## config.mk

```make
export PLATFORM = sky130hd
export DESIGN_NAME = hc_sr04_emulator
export DESIGN_NICKNAME = d
export VERILOG_FILES = /design/src/rtl/hc_sr04_emulator.sv
export SDC_FILE = /design/constraint.sdc
export NUM_CORES = 1
export LEC_CHECK = 0
export CAP_MARGIN = 25
export CORE_ASPECT_RATIO = 1.2
export CORE_MARGIN = 2
export CORE_UTILIZATION = 40
export CTS_CLUSTER_DIAMETER = 200
export CTS_CLUSTER_SIZE = 20
export DETAILED_ROUTE_END_ITERATION = 8
export SETUP_SLACK_MARGIN = 0.4
export SYNTH_ARGS = -nofsm -noshare
export SYNTH_HDL_FRONTEND = slang
export SYNTH_SLANG_ARGS = --single-unit
```

## constraint.sdc

```tcl
create_clock -name clk -period 7.2 [get_ports clk]
set_input_delay 1.8 -clock clk [delete_from_list [all_inputs] [get_ports clk]]
set_output_delay 1.8 -clock clk [all_outputs]
set_load 0.02 [all_outputs]
```

## src/rtl/hc_sr04_emulator.sv

```systemverilog
// hc_sr04_emulator
// Bus-mapped stand-in for an HC-SR04 ultrasonic ranger. It watches the
// trigger pulse from the ranging peripheral and answers with an echo pulse.
// The width of that pulse encodes a distance in cm that the CPU programs.
//
// Ports
//   clk      system clock
//   rst      asynchronous reset, active low
//   cs       peripheral select
//   addr     register address (5 bits)
//   rd, wr   read / write strobes, qualified by cs
//   d_in     write data (32 bits)
//   d_out    registered read data, valid one clock after cs&rd
//   trigger  trigger input from the measuring peripheral (asynchronous)
//   echo     emulated echo pulse
//
// Register map
//   0x01 DIST    [15:0] distance in cm, RW
//   0x02 STATUS  [0] busy, [1] trig_err (sticky), [31:16] echo_cnt, RO
//   0x03 CTRL    [0] enable RW, [1] write-1 clears trig_err/echo_cnt
//
// state   | meaning
// --------+-----------------------------------------------------------
// IDLE    | waiting for a synchronised trigger rising level
// TRIG    | measuring trigger high time in clocks
// BURST   | emulated 8x40 kHz burst delay before echo rises
// ECHO    | echo held high for the latched width
// HOLDOFF | dead time after echo; trigger must be low to leave
module hc_sr04_emulator #(
  parameter int CLK_FREQ       = 50000000,
  parameter int US_DIV         = CLK_FREQ / 1000000,
  parameter int TRIG_MIN_US    = 10,
  parameter int BURST_DELAY_US = 200,
  parameter int US_PER_CM      = 58,
  parameter int MAX_CM         = 400,
  parameter int TIMEOUT_US     = 38000,
  parameter int HOLDOFF_US     = 1000
) (
  input  logic        clk,
  input  logic        rst,
  input  logic [31:0] d_in,
  input  logic        cs,
  input  logic [4:0]  addr,
  input  logic        rd,
  input  logic        wr,
  output logic [31:0] d_out,
  input  logic        trigger,
  output logic        echo
);

  localparam logic [4:0] ADDR_DIST   = 5'h01;
  localparam logic [4:0] ADDR_STATUS = 5'h02;
  localparam logic [4:0] ADDR_CTRL   = 5'h03;

  localparam logic [2:0] S_IDLE    = 3'd0;
  localparam logic [2:0] S_TRIG    = 3'd1;
  localparam logic [2:0] S_BURST   = 3'd2;
  localparam logic [2:0] S_ECHO    = 3'd3;
  localparam logic [2:0] S_HOLDOFF = 3'd4;

  localparam logic [31:0] TRIG_MIN_CLK = 32'(TRIG_MIN_US * US_DIV);
  localparam logic [31:0] BURST_CLK    = 32'(BURST_DELAY_US * US_DIV);
  localparam logic [31:0] CM_CLK       = 32'(US_PER_CM * US_DIV);
  localparam logic [31:0] TIMEOUT_CLK  = 32'(TIMEOUT_US * US_DIV);
  localparam logic [31:0] HOLDOFF_CLK  = 32'(HOLDOFF_US * US_DIV);
  localparam logic [15:0] MAX_CM_L     = 16'(MAX_CM);

  logic        trig_meta;
  logic        trig_s;
  logic [15:0] dist_r;
  logic        enable_r;
  logic        trig_err;
  logic [15:0] echo_cnt;
  logic [2:0]  state;
  logic [31:0] cnt;
  logic        echo_r;

  logic        wr_dist;
  logic        wr_ctrl;
  logic        clr;
  logic        echo_done;
  logic        trig_short;
  logic        in_range;
  logic [31:0] echo_width;
  logic [31:0] rd_data;

  assign echo = echo_r;

  // --------------------------------------------------------------------
  // Trigger synchroniser
  // --------------------------------------------------------------------
  always_ff @(posedge clk or negedge rst) begin
    if (!rst) begin
      trig_meta <= 1'b0;
      trig_s    <= 1'b0;
    end else begin
      trig_meta <= trigger;
      trig_s    <= trig_meta;
    end
  end

  // --------------------------------------------------------------------
  // Register file
  // --------------------------------------------------------------------
  assign wr_dist = cs && wr && (addr == ADDR_DIST);
  assign wr_ctrl = cs && wr && (addr == ADDR_CTRL);
  assign clr     = wr_ctrl && d_in[1];

  always_ff @(posedge clk or negedge rst) begin
    if (!rst) begin
      dist_r   <= 16'd0;
      enable_r <= 1'b1;
    end else begin
      if (wr_dist) dist_r <= d_in[15:0];
      if (wr_ctrl) enable_r <= d_in[0];
    end
  end

  // The FSM only produces events while enabled, so disabling freezes the
  // error flag and the pulse counter.
  assign echo_done  = enable_r && (state == S_ECHO) && (cnt == 32'd0);
  assign trig_short = enable_r && (state == S_TRIG) && !trig_s &&
                      (cnt < TRIG_MIN_CLK);

  // A new short trigger is kept even if a clear arrives in the same cycle,
  // so the error is not lost. For the pulse counter, the clear takes
  // priority.
  always_ff @(posedge clk or negedge rst) begin
    if (!rst) begin
      trig_err <= 1'b0;
      echo_cnt <= 16'd0;
    end else begin
      if (trig_short) trig_err <= 1'b1;
      else if (clr)   trig_err <= 1'b0;

      if (clr)            echo_cnt <= 16'd0;
      else if (echo_done) echo_cnt <= echo_cnt + 16'd1;
    end
  end

  always_comb begin
    rd_data = 32'd0;
    case (addr)
      ADDR_DIST:   rd_data = {16'd0, dist_r};
      ADDR_STATUS: rd_data = {echo_cnt, 14'd0, trig_err, (state != S_IDLE)};
      ADDR_CTRL:   rd_data = {31'd0, enable_r};
      default:     rd_data = 32'd0;
    endcase
  end

  always_ff @(posedge clk or negedge rst) begin
    if (!rst) begin
      d_out <= 32'd0;
    end else if (cs && rd) begin
      d_out <= rd_data;
    end
  end

  // --------------------------------------------------------------------
  // Echo width, sampled from the DIST register value present at the latch
  // edge. A DIST write on that same edge does not affect the current pulse.
  // --------------------------------------------------------------------
  assign in_range   = (dist_r != 16'd0) && (dist_r <= MAX_CM_L);
  assign echo_width = in_range ? (32'(dist_r) * CM_CLK) : TIMEOUT_CLK;

  // --------------------------------------------------------------------
  // Sequencing FSM. cnt counts up in TRIG (high time) and down elsewhere.
  // Reload values are one less than the duration where the expiry edge
  // itself is part of the interval.
  // --------------------------------------------------------------------
  always_ff @(posedge clk or negedge rst) begin
    if (!rst) begin
      state  <= S_IDLE;
      cnt    <= 32'd0;
      echo_r <= 1'b0;
    end else if (!enable_r) begin
      state  <= S_IDLE;
      cnt    <= 32'd0;
      echo_r <= 1'b0;
    end else begin
      case (state)
        S_IDLE: begin
          if (trig_s) begin
            state <= S_TRIG;
            cnt   <= 32'd1;
          end
        end
        S_TRIG: begin
          if (trig_s) begin
            if (cnt != 32'hFFFF_FFFF) cnt <= cnt + 32'd1;
          end else if (cnt >= TRIG_MIN_CLK) begin
            state <= S_BURST;
            cnt   <= BURST_CLK;
          end else begin
            state <= S_IDLE;
            cnt   <= 32'd0;
          end
        end
        S_BURST: begin
          if (cnt == 32'd0) begin
            echo_r <= 1'b1;
            cnt    <= echo_width - 32'd1;
            state  <= S_ECHO;
          end else begin
            cnt <= cnt - 32'd1;
          end
        end
        S_ECHO: begin
          if (cnt == 32'd0) begin
            echo_r <= 1'b0;
            cnt    <= HOLDOFF_CLK - 32'd1;
            state  <= S_HOLDOFF;
          end else begin
            cnt <= cnt - 32'd1;
          end
        end
        S_HOLDOFF: begin
          // A trigger still high at expiry keeps the FSM here until it
          // falls. This forces a fresh rising edge before the next trigger
          // is accepted.
          if (cnt != 32'd0) begin
            cnt <= cnt - 32'd1;
          end else if (!trig_s) begin
            state <= S_IDLE;
          end
        end
        default: begin
          state  <= S_IDLE;
          cnt    <= 32'd0;
          echo_r <= 1'b0;
        end
      endcase
    end
  end

endmodule

```

==> results.yml, run 1 <==
run_status:
  status: "finished clean"
place:
  post-dp-hpwl_um: 20600
  port_buffers: 59
  gp_congestion: 0.925
  dpl-instance-area_mm2: 0.0111
timing:
  period_share: 0.888
  max_freq_mhz: 156
  hold_viol: 0
  worst_pin_slew_ps: 1000
  rsz0062_at_grt: "no"
  fin_setup_tns_ps: 0
  finClkSkew_ps: 18.2
  setup_violations: 0
  finalMaxSlewViolations: 0
  slew_headroom: 0.330
  period_needed_ps: 6390
synth:
  avgSynthCellArea_um2: 8.31
  synth_cells: 1236
  yosysSeqAreaShare: 0.254
  syn_nets: 1404
  synth_cell_types: 81
  ys.warnings.count: 0
  yosys.area.top_type: "dfrtp_1"
  synth_top_area_share: 0.251
  async_flop_share: 1.00
  synth_ff_type: "dfrtp_1"
  synthTopCellsByArea: "dfrtp_1, ha_1, fa_1"
  ys_ff_latch: 104
  synth_edf_count: 0
  syn_area_mm2: 0.0103
global_routing:
  grt_pass1_wl_um: 45400
  grt_max_degree: 61
  grt_pass1_vias: 8773
  overflow: 0
  track_usage: 0.208
  antenna_found_initial: 0
critical_path:
  start_kind: "flop"
  rr_worst_depth: 19
  critPathBufInv: 2
  worstPathArrival_ps: 6670
  crit_fanout: 9
  critPathRequiredTime_ps: 7480
  cp_top_family: "adder cells"
  critPathMostFrequentCell: "fa_1"
  timing.rr.end: "cnt[31]"
  rr_startpoint: "dist_r[3]"
  critPathSlowestCell: "or4b_1"
  crit_path_cell_trace: "ha_2 > xor2_4 > ha_1 > fa_1 > fa_1 > inv_1 > fa_1 > inv_1 > ha_1 > a21oi_2 > nand2_1 > o21a_1 > or3_1 > a2111oi_4 > nand3b_4 > nor4_4 > a41oi_1 > or4b_1 > o311ai_1"
  endpoint_kind: "flop"
  r2r_slack_ps: 810
  crit_type: "flop to flop"
  max_stage_delay_ps: 560
clock_tree:
  clk_latency_ps: 380
  path_clk_slew_ps: 80
  htree_levels: 3
  cts_tree: "built"
  cts_max_path_buffers: 2
  cts_sinks: 104
  root_buffer: "clkbuf_16"
  numCtsBuffers: 9
routing:
  dr.max_layer_used: "met4"
  drt_wl_total_um: 27500
  ant_nets: 0
  dr.first_iter.drc_count: 562
  route.met2.wl_um: 13500
  wl_met3_um: 1120
  wl_met1_um: 12300
  firstDrtPassIters: 5
  avgViaCountPerCell: 5.72
  wl_per_cell_um: 17.3
  route.detailed.drc: 0
  num_vias: 9082
die:
  die-width_um: 150
  top_level_ports: 76
  start_util: 0.405
  fp.coreArea_mm2: 0.0254
  rows: 64
  dieArea_mm2: 0.0270
  die_h_um: 180
cells_and_area:
  diodes: 0
  post-route-util: 0.452
  drive_gt1_frac: 0.0549
  final_nets: 1420
  area_growth_pct: 11.7
  finalInstanceArea_mm2: 0.0115
  final_common_cell: "nand2_1"
  final_cell_mix: "nand2_1, dfrtp_1, inv_1"
min_path:
  min_from: "trig_meta"
  hp-class: "flop to flop"
  hold_depth: 0
  holdPathEnd: "trig_s"
job:
  maxCapViolations: 0
[cell type report]
cell class / count / area [um2]
Clock buffer: 9 / 225
Clock inverter: 7 / 88.8
Fill cell: 2503 / 13900
Inverter: 95 / 357
Multi-Input combinational cell: 966 / 7060
Sequential cell: 104 / 2600
Tap cell: 330 / 413
Timing Repair Buffer: 76 / 719
[cells by family after synthesis]
kind of cell / share of synthesized area
and+or+nand+nor: 0.216
AOI/OAI and AO/OA: 0.209
buffers and inverters: 0.0631
adders and majority gates: 0.185
DFF: 0.254
xor gates and xnor gates: 0.0631
muxes: 0.0106
[synth_stat cells (10+ instances only)]
cell / instances
nand2_1: 139
dfrtp_1: 103
inv_1: 95
nor2_1: 84
o21ai_0: 84
ha_1: 80
a21oi_1: 66
clkbuf_1: 58
fa_1: 45
nand3_1: 43
xnor2_1: 40
nor3_1: 37
xor2_1: 34
o31ai_1: 22
a22o_1: 21
nand2b_1: 20
nor4_1: 15
o22ai_1: 14
a31oi_1: 13
or3_1: 13
a21o_1: 12
and3_1: 11
a22oi_1: 10
[through the flow]
stage	hold WS (ps)	setup WS [ps]	cells
after floorplan	331	1180	1236
after global placement	333	484	1568
after detailed placement	348	388	1569
after CTS	369	570	1585
after global routing	382	499	1587
final	360	808	1587
[layer usage]
| layer | vias to the layer above | global-route usage |
|---|---|---|
| li1 | 4444 | - |
| met1 | 4358 | 0.276 |
| met2 | 241 | 0.350 |
| met3 | 39 | 0.0264 |
| met4 | 0 | 0.0672 |
| met5 | - | 0 |
[repair_timing]
item / 4_1_cts / 5_1_grt
gates resized for setup: 1 / 4
hold buffers: 0 / 0
pin swaps: 0 / 1
setup buffers: 0 / 2
endpoints found under the setup margin: 1 / 6
[state kept, by name (all words and copies together) (netlist names)]
name	flops
d_out	32
state	3
cnt	32
enable_r	1
trig_meta	1
echo	1
trig_err	1
dist_r	16
echo_cnt	16
trig_s	1
[worst max path at each step]
stage	startpoint	cells past startpoint	slack [ps]	endpoint
3_5_place_dp	dist_r[3]	19	390	cnt[31]
5_1_grt	dist_r[3]	19	500	cnt[31]
2_1_floorplan	dist_r[1]	20	1180	cnt[31]
6_report	dist_r[3]	19	810	cnt[31]
4_1_cts	dist_r[3]	19	570	cnt[31]
3_3_place_gp	dist_r[3]	19	480	cnt[31]
Power of run 1 is not shown: default switching activity piles up to over one toggle a cycle in this logic, so the estimate is an artifact.
==> run 2, diff against run 1 <==
GPL_TIMING_DRIVEN = 1   (was default)
==> results of run 2 <==
No change in the layout: final DEF, timing and power equal those of run 1.
Power of run 2 is left out for the same reason.
==> run 3, diff against run 2 <==
ABC_AREA = 1   (was default)
==> results.yml, run 3 <==
cells_and_area:
  drive_gt1_frac: 0.0753
  final_common_cell: "nand2_1"
  area_growth_pct: 11.0
  instances_no_fill: 2040
  largestRegisters: "cnt (32), d_out (32)"
  final_nets: 1824
  final_cell_mix: "nand2_1, inv_1, nor2_1"
  post-route-util: 0.449
  diodes: 0
critical_path:
  crit_type: "flop to flop"
  rr_startpoint: "dist_r[1]"
  r2r_slack_ps: 1220
  endpoint_kind: "flop"
  critPathSlowestCell: "fa_1"
  rr_worst_depth: 29
  worstPathArrival_ps: 6220
  critPathMostFrequentCell: "nand2_1"
  timing.rr.end: "cnt[24]"
  startpoint: "dist_r[1]"
  critPathRequiredTime_ps: 7440
  start_kind: "flop"
  max_stage_delay_ps: 540
  crit_fanout: 7
place:
  dp_cells: 2024
  post-dp-hpwl_um: 24100
  post-place-ws_ps: 1240
  gp_congestion: 0.919
  port_buffers: 59
global_routing:
  busiest_layer: "met2"
  antenna_found_initial: 0
  grt_pass1_wl_um: 50500
  overflow: 0
  grtUsageMet2: 0.371
  grt_pass1_vias: 10000
  use_met3: 0.0215
  use_met1: 0.278
  grt_max_degree: 71
  track_usage: 0.213
timing:
  slew_headroom: 0.385
  period_needed_ps: 5980
  setup_violations: 0
  fin_ws_ps: 1220
  fin_setup_tns_ps: 0
  finClkSkew_ps: 14.3
  hold_viol: 0
  rsz0062_at_grt: "no"
  finalMaxSlewViolations: 0
  period_share: 0.830
  max_freq_mhz: 167
  worst_pin_slew_ps: 921
synth:
  synth_cell_types: 58
  synth_commonest_cells: "nand2_1, inv_1, nor2_1"
  yosys.area.top_type: "dfrtp_1"
  synthTopCellsByArea: "dfrtp_1, nand2_1, ha_1"
  yosysMostFrequentCell: "nand2_1"
  yosysSeqAreaShare: 0.232
  synth_top_area_share: 0.230
  ys_ff_latch: 104
  async_flop_share: 1.00
  synth_edf_count: 0
  syn_area_mm2: 0.0112
  avgSynthCellArea_um2: 6.96
  synth_cells: 1612
  synth_ff_type: "dfrtp_1"
  ys.warnings.count: 0
  syn_nets: 1780
routing:
  wl_per_cell_um: 15.1
  drt_wl_total_um: 30700
  avgViaCountPerCell: 5.08
  dr.first_iter.drc_count: 552
  route.detailed.drc: 0
  ant_nets: 0
  num_vias: 10400
  firstDrtPassIters: 5
min_path:
  hold_depth: 0
  holdPathEnd: "trig_s"
  min_from: "trig_meta"
  hp-class: "flop to flop"
clock_tree:
  clk_latency_ps: 370
  cts_hold_buffers: 0
  path_clk_slew_ps: 90
  htree_levels: 3
  numCtsBuffers: 9
  cts_tree: "built"
  ctsResizeCount: 0
  cts_max_path_buffers: 2
  root_buffer: "clkbuf_16"
  postCtsSetupBuffers: 0
  cts_sinks: 104
die:
  top_level_ports: 76
  die-width_um: 157
  dieArea_mm2: 0.0294
  start_util: 0.405
  fp.coreArea_mm2: 0.0277
  rows: 67
  die_h_um: 188
job:
  maxCapViolations: 0
run_status:
  status: "finished clean"
## run 3: changes by cell type after synthesis, sizes merged, moves of 36 or more
cell    change
inv       +173
nand2     +262
nand3      +71
xnor2      -36
clkbuf     -43
nor2      +106
## run 3: cells by family after synthesis
kind of cell / after synthesis / share of synthesized area
buffers and inverters: 307 / 0.109
multiplexers: 5 / 0.00501
AO/OA/AOI/OAI: 235 / 0.124
flip-flops: 104 / 0.232
XOR/XNOR: 56 / 0.0437
AND/OR/NAND/NOR: 780 / 0.317
adder cells (fa/ha/maj): 125 / 0.169
## run 3: cell type report
cell class / count / area [um2]
clock inverter: 7 / 88.8
sequential: 104 / 2600
timing repair buffer: 66 / 641
multi-input combinational: 1201 / 7400
clock buffer: 9 / 225
fill: 2878 / 15300
inverter: 274 / 1030
tap: 379 / 474
## run 3: worst max-delay path by stage
| stage | endpoint | slack, ps |
|---|---|---|
| 3_5_place_dp | cnt[24] | 1240 |
| 2_1_floorplan | cnt[26] | 2000 |
| 4_1_cts | cnt[26] | 1220 |
| 6_report | cnt[24] | 1220 |
| 3_3_place_gp | cnt[27] | 1270 |
| 5_1_grt | cnt[24] | 740 |
## run 3: metal layers
layer | part of all wire | wire [um]
met5 | 0 | 0
met4 | 0.027 | 835
met2 | 0.49 | 15100
met3 | 0.041 | 1270
met1 | 0.44 | 13500
## run 3: stage by stage
stage / hold WS (ps) / area [um2]
detailed placement: 340 / 12100
floorplan: 331 / 11200
global placement: 335 / 12100
CTS: 352 / 12500
finish: 352 / 12500
global route: 365 / 12500
## run 3: critical path, delay by kind of cell, from the launching register on
kind	cells	cell delay, ps
adders and majority gates	6	2460
and+or+nand+nor	16	1950
DFF	1	480
xor gates and xnor gates	1	400
buffers and inverters	4	310
AOI/OAI and AO/OA	2	270
Power of run 3 is left out for the same reason.
